<file path="src/rtl/mem_stage_dbus_pkg.sv">
`default_nettype none
// ----------------------------------------------------------------------------
// mem_stage_dbus_pkg : shared opcodes, exception bit indices and FSM states
// Revision 1.0
// ----------------------------------------------------------------------------
package mem_stage_dbus_pkg;

  localparam logic [7:0] c_EXE_LB_OP  = 8'hE0;
  localparam logic [7:0] c_EXE_LH_OP  = 8'hE1;
  localparam logic [7:0] c_EXE_LW_OP  = 8'hE3;
  localparam logic [7:0] c_EXE_LBU_OP = 8'hE4;
  localparam logic [7:0] c_EXE_LHU_OP = 8'hE5;
  localparam logic [7:0] c_EXE_SB_OP  = 8'hE8;
  localparam logic [7:0] c_EXE_SH_OP  = 8'hE9;
  localparam logic [7:0] c_EXE_SW_OP  = 8'hEB;

  localparam int c_ADEL_BIT = 4;
  localparam int c_ADES_BIT = 5;

  typedef enum logic [1:0] {
    ST_IDLE  = 2'd0,
    ST_WAIT  = 2'd1,
    ST_DONE  = 2'd2,
    ST_DRAIN = 2'd3
  } state_e;

  // Big-endian: byte 0 lives in the most significant lane (sel bit 3).
  function automatic logic [3:0] byte_sel(input logic [1:0] off);
    return 4'b1000 >> off;
  endfunction

endpackage
`default_nettype wire

</file>
<file path="src/rtl/mem_stage_dbus_lane_align.sv">
`default_nettype none
// ----------------------------------------------------------------------------
// mem_lane_align : big-endian byte-lane mapping, store replication, load
//                  extraction and misalignment detection (combinational)
// Revision 1.0
// ----------------------------------------------------------------------------
module mem_lane_align
  import mem_stage_dbus_pkg::*;
(
  input  logic [7:0]  aluop_i,
  input  logic [1:0]  off_i,
  input  logic [31:0] reg2_i,
  input  logic [31:0] rdata_i,
  output logic        is_mem_o,
  output logic        is_load_o,
  output logic        misalign_o,
  output logic [3:0]  sel_o,
  output logic [31:0] wdata_o,
  output logic [31:0] load_o
);

  logic [7:0]  w_byte;
  logic [15:0] w_half;

  always_comb begin
    case (off_i)
      2'd0:    w_byte = rdata_i[31:24];
      2'd1:    w_byte = rdata_i[23:16];
      2'd2:    w_byte = rdata_i[15:8];
      default: w_byte = rdata_i[7:0];
    endcase
  end

  assign w_half = off_i[1] ? rdata_i[15:0] : rdata_i[31:16];

  always_comb begin
    is_mem_o   = 1'b0;
    is_load_o  = 1'b0;
    misalign_o = 1'b0;
    sel_o      = 4'b0000;
    wdata_o    = 32'h0;
    load_o     = 32'h0;
    case (aluop_i)
      c_EXE_LB_OP, c_EXE_LBU_OP: begin
        is_mem_o  = 1'b1;
        is_load_o = 1'b1;
        sel_o     = byte_sel(off_i);
        load_o    = (aluop_i == c_EXE_LB_OP) ? {{24{w_byte[7]}}, w_byte}
                                             : {24'h0, w_byte};
      end
      c_EXE_LH_OP, c_EXE_LHU_OP: begin
        is_mem_o   = 1'b1;
        is_load_o  = 1'b1;
        misalign_o = off_i[0];
        sel_o      = off_i[1] ? 4'b0011 : 4'b1100;
        load_o     = (aluop_i == c_EXE_LH_OP) ? {{16{w_half[15]}}, w_half}
                                              : {16'h0, w_half};
      end
      c_EXE_LW_OP: begin
        is_mem_o   = 1'b1;
        is_load_o  = 1'b1;
        misalign_o = (off_i != 2'd0);
        sel_o      = 4'b1111;
        load_o     = rdata_i;
      end
      c_EXE_SB_OP: begin
        is_mem_o = 1'b1;
        sel_o    = byte_sel(off_i);
        wdata_o  = {4{reg2_i[7:0]}};
      end
      c_EXE_SH_OP: begin
        is_mem_o   = 1'b1;
        misalign_o = off_i[0];
        sel_o      = off_i[1] ? 4'b0011 : 4'b1100;
        wdata_o    = {2{reg2_i[15:0]}};
      end
      c_EXE_SW_OP: begin
        is_mem_o   = 1'b1;
        misalign_o = (off_i != 2'd0);
        sel_o      = 4'b1111;
        wdata_o    = reg2_i;
      end
      default: ;
    endcase
  end

endmodule
`default_nettype wire

</file>
<file path="src/rtl/mem_stage_dbus.sv">
`default_nettype none
// ----------------------------------------------------------------------------
// mem_stage_dbus : MEM pipeline stage issuing loads/stores over a req/ack bus
// Revision 1.0
// ----------------------------------------------------------------------------
module mem_stage_dbus
  import mem_stage_dbus_pkg::*;
#(
  parameter int DBUS_AW  = 32,
  parameter int ADEL_BIT = c_ADEL_BIT,
  parameter int ADES_BIT = c_ADES_BIT
) (
  input  logic               clk,
  input  logic               rst,
  input  logic               flush,
  input  logic [4:0]         mem_wd,
  input  logic               mem_wreg,
  input  logic [31:0]        mem_wdata,
  input  logic [7:0]         mem_aluop,
  input  logic [31:0]        mem_mem_addr,
  input  logic [31:0]        mem_reg2,
  input  logic [31:0]        mem_exc,
  output logic [4:0]         wd_o,
  output logic               wreg_o,
  output logic [31:0]        wdata_o,
  output logic [31:0]        exc_o,
  output logic               stallreq_o,
  output logic               dbus_req,
  output logic               dbus_we,
  output logic [DBUS_AW-1:0] dbus_addr,
  output logic [3:0]         dbus_sel,
  output logic [31:0]        dbus_wdata,
  input  logic               dbus_ack,
  input  logic [31:0]        dbus_rdata
);

  state_e      state_q, state_d;
  logic [31:0] rdata_q;
  logic        w_is_mem, w_is_load, w_misalign, w_blocked, w_issue;
  logic [3:0]  w_sel;
  logic [31:0] w_wdata, w_load, w_word_addr;

  mem_lane_align u_align (
    .aluop_i    (mem_aluop),
    .off_i      (mem_mem_addr[1:0]),
    .reg2_i     (mem_reg2),
    .rdata_i    (dbus_rdata),
    .is_mem_o   (w_is_mem),
    .is_load_o  (w_is_load),
    .misalign_o (w_misalign),
    .sel_o      (w_sel),
    .wdata_o    (w_wdata),
    .load_o     (w_load)
  );

  assign w_word_addr = {mem_mem_addr[31:2], 2'b00};
  assign w_blocked   = w_is_mem && (w_misalign || (mem_exc != 32'h0));
  assign wd_o        = mem_wd;
  assign exc_o       = mem_exc
                     | ({31'h0, w_misalign &&  w_is_load} << ADEL_BIT)
                     | ({31'h0, w_misalign && w_is_mem && !w_is_load} << ADES_BIT);

  always_comb begin
    state_d    = state_q;
    stallreq_o = 1'b0;
    wreg_o     = w_blocked ? 1'b0 : mem_wreg;
    wdata_o    = mem_wdata;
    w_issue    = 1'b0;
    case (state_q)
      ST_IDLE: begin
        if (flush) begin
          wreg_o = 1'b0;
        end else if (w_is_mem && !w_blocked) begin
          w_issue    = 1'b1;
          stallreq_o = 1'b1;
          wreg_o     = 1'b0;
          state_d    = ST_WAIT;
        end
      end
      ST_WAIT: begin
        stallreq_o = 1'b1;
        wreg_o     = 1'b0;
        if (dbus_ack)   state_d = ST_DONE;
        else if (flush) state_d = ST_DRAIN;
      end
      ST_DONE: begin
        if (w_is_load) wdata_o = rdata_q;
        if (flush)     wreg_o  = 1'b0;
        state_d = ST_IDLE;
      end
      ST_DRAIN: begin
        wreg_o = 1'b0;
        if (dbus_ack) state_d = ST_IDLE;
      end
      default: state_d = ST_IDLE;
    endcase
  end

  // Bus fields are captured at issue so they stay stable for the whole wait.
  always_ff @(posedge clk) begin
    if (!rst) begin
      state_q    <= ST_IDLE;
      rdata_q    <= 32'h0;
      dbus_req   <= 1'b0;
      dbus_we    <= 1'b0;
      dbus_sel   <= 4'b0000;
      dbus_addr  <= '0;
      dbus_wdata <= 32'h0;
    end else begin
      state_q <= state_d;
      if (w_issue) begin
        dbus_req   <= 1'b1;
        dbus_we    <= !w_is_load;
        dbus_sel   <= w_sel;
        dbus_addr  <= w_word_addr[DBUS_AW-1:0];
        dbus_wdata <= w_wdata;
      end
      if (dbus_ack && ((state_q == ST_WAIT) || (state_q == ST_DRAIN))) begin
        dbus_req <= 1'b0;
        dbus_we  <= 1'b0;
      end
      if (dbus_ack && (state_q == ST_WAIT)) rdata_q <= w_load;
    end
  end

endmodule
`default_nettype wire

</file>
<file path="config.mk">
export PLATFORM = sky130hd
export DESIGN_NAME = mem_stage_dbus
export DESIGN_NICKNAME = d
export VERILOG_FILES = /design/src/rtl/mem_stage_dbus_pkg.sv /design/src/rtl/mem_stage_dbus_lane_align.sv /design/src/rtl/mem_stage_dbus.sv
export SDC_FILE = /design/constraint.sdc
export NUM_CORES = 1
export LEC_CHECK = 0
export BUFFER_PORTS_ARGS = -buffer_cell sky130_fd_sc_hd__buf_2
export CAP_MARGIN = 20
export CORE_AREA = 2 2 125 127
export CTS_CLUSTER_SIZE = 20
export DETAILED_ROUTE_END_ITERATION = 10
export DIE_AREA = 0 0 127 129
export PLACE_DENSITY = 0.8
export SLEW_MARGIN = 40
export SYNTH_ARGS = -nofsm -noshare
export SYNTH_HDL_FRONTEND = slang
export SYNTH_SLANG_ARGS = --single-unit
</file>
<file path="constraint.sdc">
create_clock -name clk -period 8.8 [get_ports clk]
set_input_delay 1.76 -clock clk [delete_from_list [all_inputs] [get_ports clk]]
set_output_delay 1.76 -clock clk [all_outputs]
set_load 0.1 [all_outputs]
</file>
After elaboration in Yosys (flattened, before gate mapping) --
Index checks and enable logic that the tools add are counted.
Storage, ports and cells: flip-flop bits (word level) 102, bits of input ports 178
Operators by class: reductions and logical operators 25, multiplexer cells 28, equality and inequality tests 17, shift operators 1, bitwise gates (word level) 3
Operators with widths (count):
- one-hot mux 32 bit (3 select lines) | 2
- two-way mux 32 bit | 4
- equality test 8 bit, second input constant | 8
- OR 32 x 5 -> 32 bit | 1
- OR 32 x 6 -> 32 bit | 1
- nonzero test 32 bit | 1
- one-hot mux 8 bit (3 select lines) | 1
- two-way mux 16 bit | 1
- one-hot mux 4 bit (3 select lines) | 1
- two-way mux 2 bit | 5
- OR reduction 2 bit | 5
- two-way mux 1 bit | 9
- one-hot mux 2 bit (4 select lines) | 1
- OR reduction 8 bit | 1
- logical AND 1 bit | 7
- equality test 2 bit, second input constant | 3
- inequality test 2 bit, second input constant | 3
- OR reduction 3 bit | 2
- OR reduction 5 bit | 1
- equality test 2 x 1 -> 1 bit, second input constant | 2
- logical NOT 2 bit | 2
- two-way mux 4 bit | 1
- one-hot mux 1 bit (2 select lines) | 2
- AND reduction 4 bit | 1
- other kinds (7) | 9

Longest topological paths before layout --
word-level depth 10, gate-level depth with buffers 9

By module --
Synthesis repeated with hierarchy kept, for this count alone.
Second synthesis, totals: cell total of the unflattened synthesis 712, area total of the unflattened synthesis 6129.6 um2
By module, submodules not included:
- mem_stage_dbus | instances 1, cells an instance 540, seq. area each 2042.0 um2, area each 4719.5 um2
- mem_lane_align | instances 1, cells an instance 172, seq. area each 0.0 um2, area each 1410.1 um2

Worst setup path before layout --
Ideal clock, no wire load.
path type input-to-output, from in mem_aluop[6], to out wreg_o, arrival time 6.053 ns, data required time 7.040 ns, buffers on the path 2, setup slack 0.987 ns, cell stages on the path 7, path through and4b_1 buf_6 and2_4 buf_6 a2111oi_2 a21oi_1 nor4b_1
Between the ends: word-level cells in the longest chain between the ends 10
RTL lines:
- start: declaration | line mem_stage_dbus.sv:19 | input logic [7:0] mem_aluop,
- equality test 8 bit | line mem_stage_dbus_lane_align.sv:43 | case (aluop_i)
- OR reduction 3 bit (no source line) or OR reduction 2 bit (tied branches)
- one-hot mux 1 bit (2 select lines) | line mem_stage_dbus_lane_align.sv:43
- logical OR 1 bit | line mem_stage_dbus.sv:57 | assign w_blocked = w_is_mem && (w_misalign || (mem_exc != 32'h0));
- logical AND 1 bit | line mem_stage_dbus.sv:57
- logical NOT 1 bit | line mem_stage_dbus.sv:73 | end else if (w_is_mem && !w_blocked) begin
- logical AND 1 bit | line mem_stage_dbus.sv:73
- two-way mux 1 bit | line mem_stage_dbus.sv:73
- two-way mux 1 bit | line mem_stage_dbus.sv:71 | if (flush) begin
- one-hot mux 1 bit (3 select lines) (*) | line mem_stage_dbus.sv:69 | case (state_q)
- end: declaration | line mem_stage_dbus.sv:24 | output logic wreg_o,
Mark *: on every way between the ends. The rest lies on a longest branch, timed or not.

Worst setup path in the final report --
from in mem_aluop[1], to out wreg_o
Same word-level chain as after synthesis.

==> metrics <==
CTS root buffer clkbuf_16; final net count 1037; Core Region 15000 um^2; min-delay worst type reg2reg; total power 1160 uW; share of layout cells above drive strength 1 44.0%; dpl ws 2.89 ns; die area 16400 um^2; Period minus WS final 5.91 ns; synthesized instance count 627; io pins 319; crit-path max FO 42; CTS buffer count 9; Post-Layout Cell Count 1052; PortBufs 306; number of hold buffers added after CTS 0; Ys Warns 0; RSZ-0062 raised after global routing no; # setup viols final 0; clock-pin slew on the worst setup and hold paths 0.07 ns; ANT nets after route 0; CP max stage delay 0.47 ns; setup bufs post-CTS 0; GPL Wtd Cong 0.876; actual slew at the worst max-slew pin 0.738 ns; Leak 0.00306 uW; crit-path cells buf_2 -> nor2_1 -> o2bb2ai_1 -> a2111oi_4 -> buf_4 -> a21oi_1 -> nor4b_1 -> buf_2; clock tree from TritonCTS done; share of synthesized registers carrying an async set or reset 0%; power per cell area 165 nW/um^2; H-tree lvl count 3; Avg Synthesized Cell Area 8.54 um^2; critical path class in2out; Slew Limit Headroom 50.8%; Cell Area, Synth 5350 um^2; top_reg_cell synth dfxtp_1; Fmax 0.169 GHz; Worst VDD drop 0.101 mV; Max Cap Violations 0; Max Slew Vio Count 0; Via density 5.56; Layout area overhead 31.6%; largest net degree at the start of global routing 48; Post-DP HPWL 15000 um; # clock sinks 102; Die Height 129 um; DP Area 6690 um^2; path depth of the worst reg2reg path 5; Most common cell on crit path buf_2; Worst EP arrival 4.15 ns; Remaining Overflow, GRT 0; Slowest-stage cell, CP buf_2; Distinct cells, synth 52; CP required 7.04 ns; post-synthesis sequential area ratio 38.1%; drt pass-1 iters 7; Tcrit/Tclk final 67.1%; initial antenna violation count 0; Die Width 127 um; Final Hold Fails 0; fin worst setup slack 2.89 ns; initial core utilization 35.7%; clock latency on the worst-skew pair 0.35 ns; Max clock buf depth 2; antenna fix cells 0; DR WL/cell 18.9 um; post-CTS resize count 0; vias in the first global route 5379; Final TNS setup 0 ns; outcome complete, no violations; Tot GR Track Use 23.3%; drt drc 0; Post-Layout Inst Area 7050 um^2; Initial DRC Count 462; Cell Rows 45; number of synthesized flops with an enable pin 0; final clock skew 0.00963 ns; Seq cells post-synth 102; Setup crit end kind output port; Via Count 5847; final wirelength 19800 um; WHS Path Cells 2; number of placed instances with taps included 1035; Setup crit start kind input port; global-route wire length before repair 29700 um
## kinds of logic after synthesis
logic type	count (synthesis)	share of synthesized area, %
AOI/OAI and AO/OA	200	25.1
DFF	102	38.1
muxes	48	10.1
and+or+nand+nor	176	16.4
buffers and inverters	100	10.2
other	1	0.0700
## cell usage in the layout (no fill, tap or decap), types with 11 or more instances in the layout
| cell | Yosys | final |
|---|---|---|
| a21oi_1 | 55 | 55 |
| nand2_1 | 54 | 54 |
| o21ai_0 | 65 | 65 |
| dfxtp_1 | 102 | 102 |
| nor2_1 | 27 | 23 |
| a221o_1 | 16 | 16 |
| buf_2 | 9 | 305 |
| a32o_1 | 17 | 17 |
| nand3_1 | 37 | 37 |
| mux2_2 | 38 | 38 |
| nand2b_1 | 11 | 11 |
## flip-flops by register name, indices dropped and copies added (netlist names)
name and flops:
dbus_addr 30, dbus_req 1, dbus_we 1, dbus_sel 4, dbus_wdata 32, state_q 2
rdata_q 32
## power breakdown
| part | leakage [uW] | internal, uW | switching (uW) | total (uW) |
|---|---|---|---|---|
| registers | 0.000821 | 461 | 0.000000000763 | 461 |
| clock network | 0.000164 | 281 | 187 | 468 |
| logic | 0.00208 | 55.0 | 179 | 234 |
| total | 0.00306 | 797 | 366 | 1160 |
## synth_stat cells, types with 8 or more instances
library cell | n | area share (%)
a221oi_1 | 8 | 1.3
nand2_1 | 54 | 3.8
mux2_2 | 38 | 8.0
a32o_1 | 17 | 3.2
nand2b_1 | 11 | 1.3
a221o_1 | 16 | 3.0
clkbuf_1 | 44 | 3.1
nor4_1 | 8 | 0.93
nand3_1 | 37 | 3.5
buf_4 | 37 | 5.2
o21ai_0 | 65 | 6.1
nand4_1 | 10 | 1.2
dfxtp_1 | 102 | 38
mux2i_1 | 9 | 1.7
buf_2 | 9 | 0.84
a21oi_1 | 55 | 5.1
nor2_1 | 27 | 1.9
## path summary, 6_finish.rpt
check                                   start                     endpoint  slack [ns]
setup / recovery                 mem_aluop[1]                       wreg_o        2.89
hold / removal    dbus_wdata[13]$_SDFFE_PN0P_  dbus_wdata[13]$_SDFFE_PN0P_        0.46
setup reg to reg      state_q[0]$_SDFFE_PN0P_     dbus_sel[3]$_SDFFE_PN0P_        6.46
hold reg to reg   dbus_wdata[13]$_SDFFE_PN0P_  dbus_wdata[13]$_SDFFE_PN0P_        0.46
## stage by stage
| stage | util (%) | hold WS, ns |
|---|---|---|
| 2_1_floorplan | - | 0.420 |
| 3_3_place_gp | 44.5 | 0.437 |
| 3_5_place_dp | 44.7 | 0.447 |
| 4_1_cts | 47.0 | 0.462 |
| 5_1_grt | 47.1 | 0.477 |
| 6_report | 47.1 | 0.457 |
## critical path: cells and delay by family
kind / cells / cell delay, ns
compound gates: 3 / 0.73
buf+inv: 3 / 1.19
simple gates: 2 / 0.42
## routing by layer
| metal | wire length (um) | vias up | global-route usage (%) |
|---|---|---|---|
| met5 | 0 | - | 0 |
| met4 | 561 | 0 | 8.66 |
| met3 | 1540 | 33 | 5.82 |
| met2 | 9570 | 304 | 40.0 |
| met1 | 8160 | 2747 | 28.5 |
| li1 | - | 2763 | - |
## cell type report
cell class | instances | area, um^2
Sequential cell | 102 | 2040
Clock inverter | 6 | 115
Inverter | 5 | 18.8
Fill cell | 1461 | 7930
Tap cell | 188 | 235
Timing Repair Buffer | 315 | 1600
Clock buffer | 10 | 229
Multi-Input combinational cell | 426 | 2810
(Power assumes the default switching activity.)
